==> src/rtl/register_writeback.sv <==
// register_writeback
//   Writeback end of the register-file interface. Owns the architectural
//   register file read by the operand-read stage, commits execute/memory
//   results (including a second destination such as RDX for IMUL as an
//   extra write cycle) and keeps a pending-write scoreboard so the read
//   stage stalls on RAW/WAW hazards.
//
// Ports
//   clk, reset_n            clock (rising edge), asynchronous active-low reset
//   issue*In                instruction issued by the read stage; sets pending bits
//   srcReg1/2*In            read-stage source operands checked for RAW hazards
//   hazardStallOut          combinational stall request to the read stage
//   wbValidIn/wbReadyOut    writeback handshake
//   wbDest*/wbResultIn      primary destination and result
//   wbSpecial*In            secondary destination and result
//   registerFileOut         current architectural register contents
//   wbDoneOut               one-cycle pulse per retired instruction
//   retireCountOut          retired-instruction counter (wraps)
module register_writeback #(
  parameter int                    NUM_REGS   = 16,
  parameter int                    DATA_WIDTH = 64,
  parameter logic [DATA_WIDTH-1:0] RSP_INIT   = '0
) (
  input  logic                                 clk,
  input  logic                                 reset_n,
  input  logic                                 issueValidIn,
  input  logic [$clog2(NUM_REGS)-1:0]          issueDestRegIn,
  input  logic                                 issueDestValidIn,
  input  logic [$clog2(NUM_REGS)-1:0]          issueSpecialRegIn,
  input  logic                                 issueSpecialValidIn,
  input  logic [$clog2(NUM_REGS)-1:0]          srcReg1In,
  input  logic                                 srcReg1ValidIn,
  input  logic [$clog2(NUM_REGS)-1:0]          srcReg2In,
  input  logic                                 srcReg2ValidIn,
  output logic                                 hazardStallOut,
  input  logic                                 wbValidIn,
  output logic                                 wbReadyOut,
  input  logic [$clog2(NUM_REGS)-1:0]          wbDestRegIn,
  input  logic                                 wbDestValidIn,
  input  logic [DATA_WIDTH-1:0]                wbResultIn,
  input  logic [$clog2(NUM_REGS)-1:0]          wbSpecialRegIn,
  input  logic                                 wbSpecialValidIn,
  input  logic [DATA_WIDTH-1:0]                wbSpecialResultIn,
  output logic [NUM_REGS-1:0][DATA_WIDTH-1:0]  registerFileOut,
  output logic                                 wbDoneOut,
  output logic [31:0]                          retireCountOut
);

  localparam int IDX_W   = $clog2(NUM_REGS);
  localparam int RSP_IDX = 4;

  typedef enum logic {IDLE, SPECIAL} state_t;

  state_t                              state_q, state_d;
  logic [NUM_REGS-1:0][DATA_WIDTH-1:0] regs_q, regs_d;
  logic [NUM_REGS-1:0]                 pending_q, pending_d;
  logic [IDX_W-1:0]                    spec_reg_q, spec_reg_d;
  logic [DATA_WIDTH-1:0]               spec_res_q, spec_res_d;
  logic [31:0]                         retire_cnt_q, retire_cnt_d;
  logic                                done_q;

  logic                                wr_en;
  logic [IDX_W-1:0]                    wr_idx;
  logic [DATA_WIDTH-1:0]               wr_data;
  logic                                retire;
  logic [NUM_REGS-1:0]                 clr_mask;
  logic [NUM_REGS-1:0]                 set_mask;

  // A register being written this cycle still reads as pending: the stall
  // is taken from the registered scoreboard only, with no bypass.
  always_comb begin
    hazardStallOut = (srcReg1ValidIn      & pending_q[srcReg1In])      |
                     (srcReg2ValidIn      & pending_q[srcReg2In])      |
                     (issueDestValidIn    & pending_q[issueDestRegIn]) |
                     (issueSpecialValidIn & pending_q[issueSpecialRegIn]);
  end

  // Writeback FSM: IDLE accepts requests, SPECIAL spends one cycle on the
  // latched second destination before the instruction retires.
  always_comb begin
    state_d    = state_q;
    wbReadyOut = (state_q == IDLE);
    wr_en      = 1'b0;
    wr_idx     = '0;
    wr_data    = '0;
    spec_reg_d = spec_reg_q;
    spec_res_d = spec_res_q;
    retire     = 1'b0;
    clr_mask   = '0;
    case (state_q)
      IDLE: begin
        if (wbValidIn) begin
          if (wbDestValidIn) begin
            wr_en              = 1'b1;
            wr_idx             = wbDestRegIn;
            wr_data            = wbResultIn;
            clr_mask[wbDestRegIn] = 1'b1;
          end
          if (wbSpecialValidIn) begin
            spec_reg_d = wbSpecialRegIn;
            spec_res_d = wbSpecialResultIn;
            state_d    = SPECIAL;
          end else begin
            retire = 1'b1;
          end
        end
      end
      SPECIAL: begin
        // Written one cycle after the primary, so it wins when both
        // destinations name the same register.
        wr_en                = 1'b1;
        wr_idx               = spec_reg_q;
        wr_data              = spec_res_q;
        clr_mask[spec_reg_q] = 1'b1;
        retire               = 1'b1;
        state_d              = IDLE;
      end
      default: state_d = IDLE;
    endcase
  end

  // Scoreboard next state. An issue that arrives while stalled is a protocol
  // violation and is dropped; a same-cycle set and clear leaves the bit set.
  always_comb begin
    set_mask = '0;
    if (issueValidIn && !hazardStallOut) begin
      if (issueDestValidIn)    set_mask[issueDestRegIn]    = 1'b1;
      if (issueSpecialValidIn) set_mask[issueSpecialRegIn] = 1'b1;
    end
    pending_d = (pending_q & ~clr_mask) | set_mask;
  end

  always_comb begin
    regs_d = regs_q;
    if (wr_en) regs_d[wr_idx] = wr_data;
    retire_cnt_d = retire_cnt_q + {31'd0, retire};
  end

  always_ff @(posedge clk or negedge reset_n) begin
    if (!reset_n) begin
      state_q      <= IDLE;
      pending_q    <= '0;
      spec_reg_q   <= '0;
      spec_res_q   <= '0;
      retire_cnt_q <= '0;
      done_q       <= 1'b0;
      for (int i = 0; i < NUM_REGS; i++) begin
        regs_q[i] <= (i == RSP_IDX) ? RSP_INIT : '0;
      end
    end else begin
      state_q      <= state_d;
      pending_q    <= pending_d;
      spec_reg_q   <= spec_reg_d;
      spec_res_q   <= spec_res_d;
      retire_cnt_q <= retire_cnt_d;
      done_q       <= retire;
      regs_q       <= regs_d;
    end
  end

  assign registerFileOut = regs_q;
  assign wbDoneOut       = done_q;
  assign retireCountOut  = retire_cnt_q;

endmodule

==> config.mk <==
export PLATFORM = sky130hd
export DESIGN_NAME = register_writeback
export DESIGN_NICKNAME = d
export VERILOG_FILES = /design/src/rtl/register_writeback.sv
export SDC_FILE = /design/constraint.sdc
export NUM_CORES = 2
export LEC_CHECK = 0
export ABC_AREA = 1
export CAP_MARGIN = 20
export CORE_AREA = 8 8 466 468
export DETAILED_ROUTE_END_ITERATION = 8
export DIE_AREA = 0 0 474 476
export SETUP_SLACK_MARGIN = 0.02
export SLEW_MARGIN = 20
export SYNTH_ARGS = -nofsm -noshare
export SYNTH_HDL_FRONTEND = slang
export SYNTH_SLANG_ARGS = --single-unit
==> constraint.sdc <==
create_clock -name clk -period 2.2 [get_ports clk]
set_clock_uncertainty 0.05 [all_clocks]
set_input_delay 0.22 -clock clk [delete_from_list [all_inputs] [get_ports clk]]
set_output_delay 0.22 -clock clk [all_outputs]
set_load 0.05 [all_outputs]
==> reports/results.txt <==
Outcome -> complete, but fails checks
Failing checks -> setup timing
Setup_tns -> -32740 ps
Hpwl dp -> 173 mm
Ports -> 1221
Register-to-Register Path Depth -> 11
Hold_ws -> 54.8 ps
Initial antenna violation count -> 58
RSZ-0062 raised after global routing -> yes
Worst Path Buf+Inv -> 2
Worst reg-to-reg setup slack -> -200 ps
Root Driver -> clkbuf_16
Num Clock Sinks -> 1142
Worst-margin pin slew -> 893 ps
Most common cell after layout, fill and taps aside -> nand2_1
Die height -> 476 um
FMAX -> 408 MHz
Setup slack after layout -> -248 ps
Initial DRC Count -> 3616
Final Critical Period -> 2450 ps
Critical path, cell by cell -> buf_4 > nand3_1 > nand4_1 > nand2_1 > nand2_1 > nor2_1 > nor2_1 > nor2_2 > nand2_1 > buf_6
Congestion Overflow GR -> 0
Share of cells above drive strength 1 -> 0.224
Vias in the first global route -> 42900
Longest individual stage delay on the worst path -> 440 ps
Placed insts -> 8984
Post-synthesis sequential area ratio -> 0.634
Rows -> 169
Total power -> 87.8 mW
Critical path class -> register to primary output
Initial Util -> 0.214
TritonCTS buffer count -> 134
WL final -> 263 mm
Peak VDD IR -> 1.00 mV
Slew Viols, Final -> 0
Routed len/inst -> 27.6 um
Post-layout util -> 0.359
Power Density -> 1160 nW/um2
Vias post-DR -> 42800
CP Capture Type -> primary output
Area after DPL -> 65400 um2
Worst Path Max Fanout -> 4
WP data arrival -> 2180 ps
Ys Warns -> 0
Area grow syn2layout -> 67.5%
CTS tree -> done
Critical Path RT -> 1930 ps
Synth Instances -> 4814
DRT Pass-1 Iters -> 5
Slowest stage cell on the critical path -> dfrtp_2
Largest net degree at the start of global routing -> 123
Antenna-violating nets left -> 0
Most Frequent Cell on Critical Path -> nand2_1
H-tree Lvls -> 4
Non-filler cells, final -> 9524
Clk_lat worst skew -> 800 ps
Top delay family on crit path -> simple AND/OR/NAND/NOR gates
Most frequent cells in the layout -> nand2_1, dfrtp_1, dlygate4sd2_1, buf_4, buf_12
First-pass GRT wire length -> 340 mm
Clk buf depth -> 3
Port Buf Inserts -> 1220
Cell leakage power -> 40.5 nW
Post-route cell area -> 75500 um2
Yosys cell types -> 28
DRC errors left -> 0
Post-Syn Area -> 45100 um2
R2r endpoint -> registerFileOut[870]$_DFFE_PN0P_
Final setup viols -> 666
Syn Nets -> 4978
Avg Synthesized Cell Area -> 9.37 um2
Die Width -> 474 um
Core area -> 210000 um2
End of the worst hold path -> spec_res_q[10]$_DFFE_PN0P_
Max_slew headroom -> 0.403
Yosys reg bits -> 1142
Final Cycle Share -> 1.11
Hold Crit Class -> primary input to register
Hold path depth -> 3
Hold Crit Start -> wbSpecialResultIn[10]
DP Worst Slack -> -525 ps
Layout fillers -> 21000
Die Area -> 226000 um2
Crit start category -> register
Routability Congestion -> 0.896
Setup crit start -> pending_q[0]$_DFF_PN0_
Worst r2r src -> state_q$_DFF_PN0_
Max cap viols -> 0
Fin. Hold Viols -> 0
Total track usage -> 0.211
Vias per cell -> 4.49
Clock transition at the registers of the reported paths -> 60 ps
Final #Nets -> 6743
[Yosys cell counts]
master	number	share of area
o21ai_1	65	0.0072
nor2_2	7	0.00097
nand4_1	23	0.0032
o21ai_2	3	0.00058
nor3_1	11	0.0012
dfrtp_1	1142	0.63
o21ai_0	19	0.0021
nor4_2	1	0.00028
nand2_1	2721	0.23
nor3_2	1	0.00022
mux2_2	256	0.064
buf_1	1	0.000083
nor4_1	1	0.00014
a21oi_1	5	0.00055
xnor2_1	11	0.0021
ha_1	2	0.00055
nor2_1	41	0.0034
buf_2	234	0.026
inv_1	128	0.011
nand2_2	3	0.00042
clkbuf_1	44	0.0037
inv_2	16	0.0013
nand3_4	1	0.00039
xor2_1	19	0.0037
nand3b_1	4	0.00067
a21oi_2	1	0.00019
nand3_1	48	0.0053
a22oi_1	6	0.0010
[registers in the layout (all words and copies together) (netlist names)]
name             flops
spec_reg_q           4
registerFileOut   1024
spec_res_q          64
wbDoneOut            1
pending_q           16
state_q              1
retireCountOut      32
[logic make-up after synthesis]
kind of cell,count (synthesis),synth area share
AND/OR/NAND/NOR,2862,0.243
flip-flops,1142,0.634
buffers and inverters,423,0.0417
multiplexers,256,0.0639
AO/OA/AOI/OAI,99,0.0117
adder cells (fa/ha/maj),2,0.000555
XOR/XNOR,30,0.00583
[how the worst max path moves through the flow]
stage	end	slack [ps]	cells past startpoint
floorplan	retireCountOut[30]$_DFF_PN0_	10	13
global placement	retireCountOut[30]$_DFF_PN0_	-540	14
detailed placement	retireCountOut[25]$_DFF_PN0_	-530	13
CTS	hazardStallOut	-330	11
global route	hazardStallOut	-400	11
finish	hazardStallOut	-250	10
[worst register-to-register path, stage by stage (launching register included)]
cell and delay, ps:
dfrtp_4 500, inv_8 80, nand3_4 140, nor2_4 160, buf_6 120, buf_6 90, nand4_1 190, nand2_4 150
buf_12 180, buf_12 180, clkbuf_16 150, mux2_4 300
[routing by layer]
| metal | global-route usage | share of wire | vias to the layer above |
|---|---|---|---|
| met3 | 0.0758 | 0.11 | 594 |
| met4 | 0.0937 | 0.061 | 48 |
| met1 | 0.257 | 0.38 | 21300 |
| li1 | - | - | 18400 |
| met2 | 0.338 | 0.45 | 2448 |
| met5 | 0 | 0.0019 | - |
[area by class of cell]
cell class	instances	area [um2]	share of cell area
inverter	144	724	0.00959
clock buffer	178	3720	0.0493
clock inverter	59	692	0.00916
antenna	23	57.6	0.000762
timing repair buffer	1908	21200	0.281
tap	2821	3530	0.0467
sequential	1142	28600	0.378
multi-input combinational	3249	17000	0.225
[timing repair]
item	in CTS	in global routing
endpoints found under the setup margin	1738	1056
cloned	42	55
endpoints found under the hold margin	1208	0
hold buffers	68	0
buffers inserted	81	47
pin swaps	35	115
resized for setup	1279	482
[where the power goes]
part	internal [mW]	total (mW)	switching (mW)
sequential	25.9	29.1	3.18
clock	12.7	22.7	10.0
combinational	9.89	35.9	26.1
(Power assumes the default switching activity.)
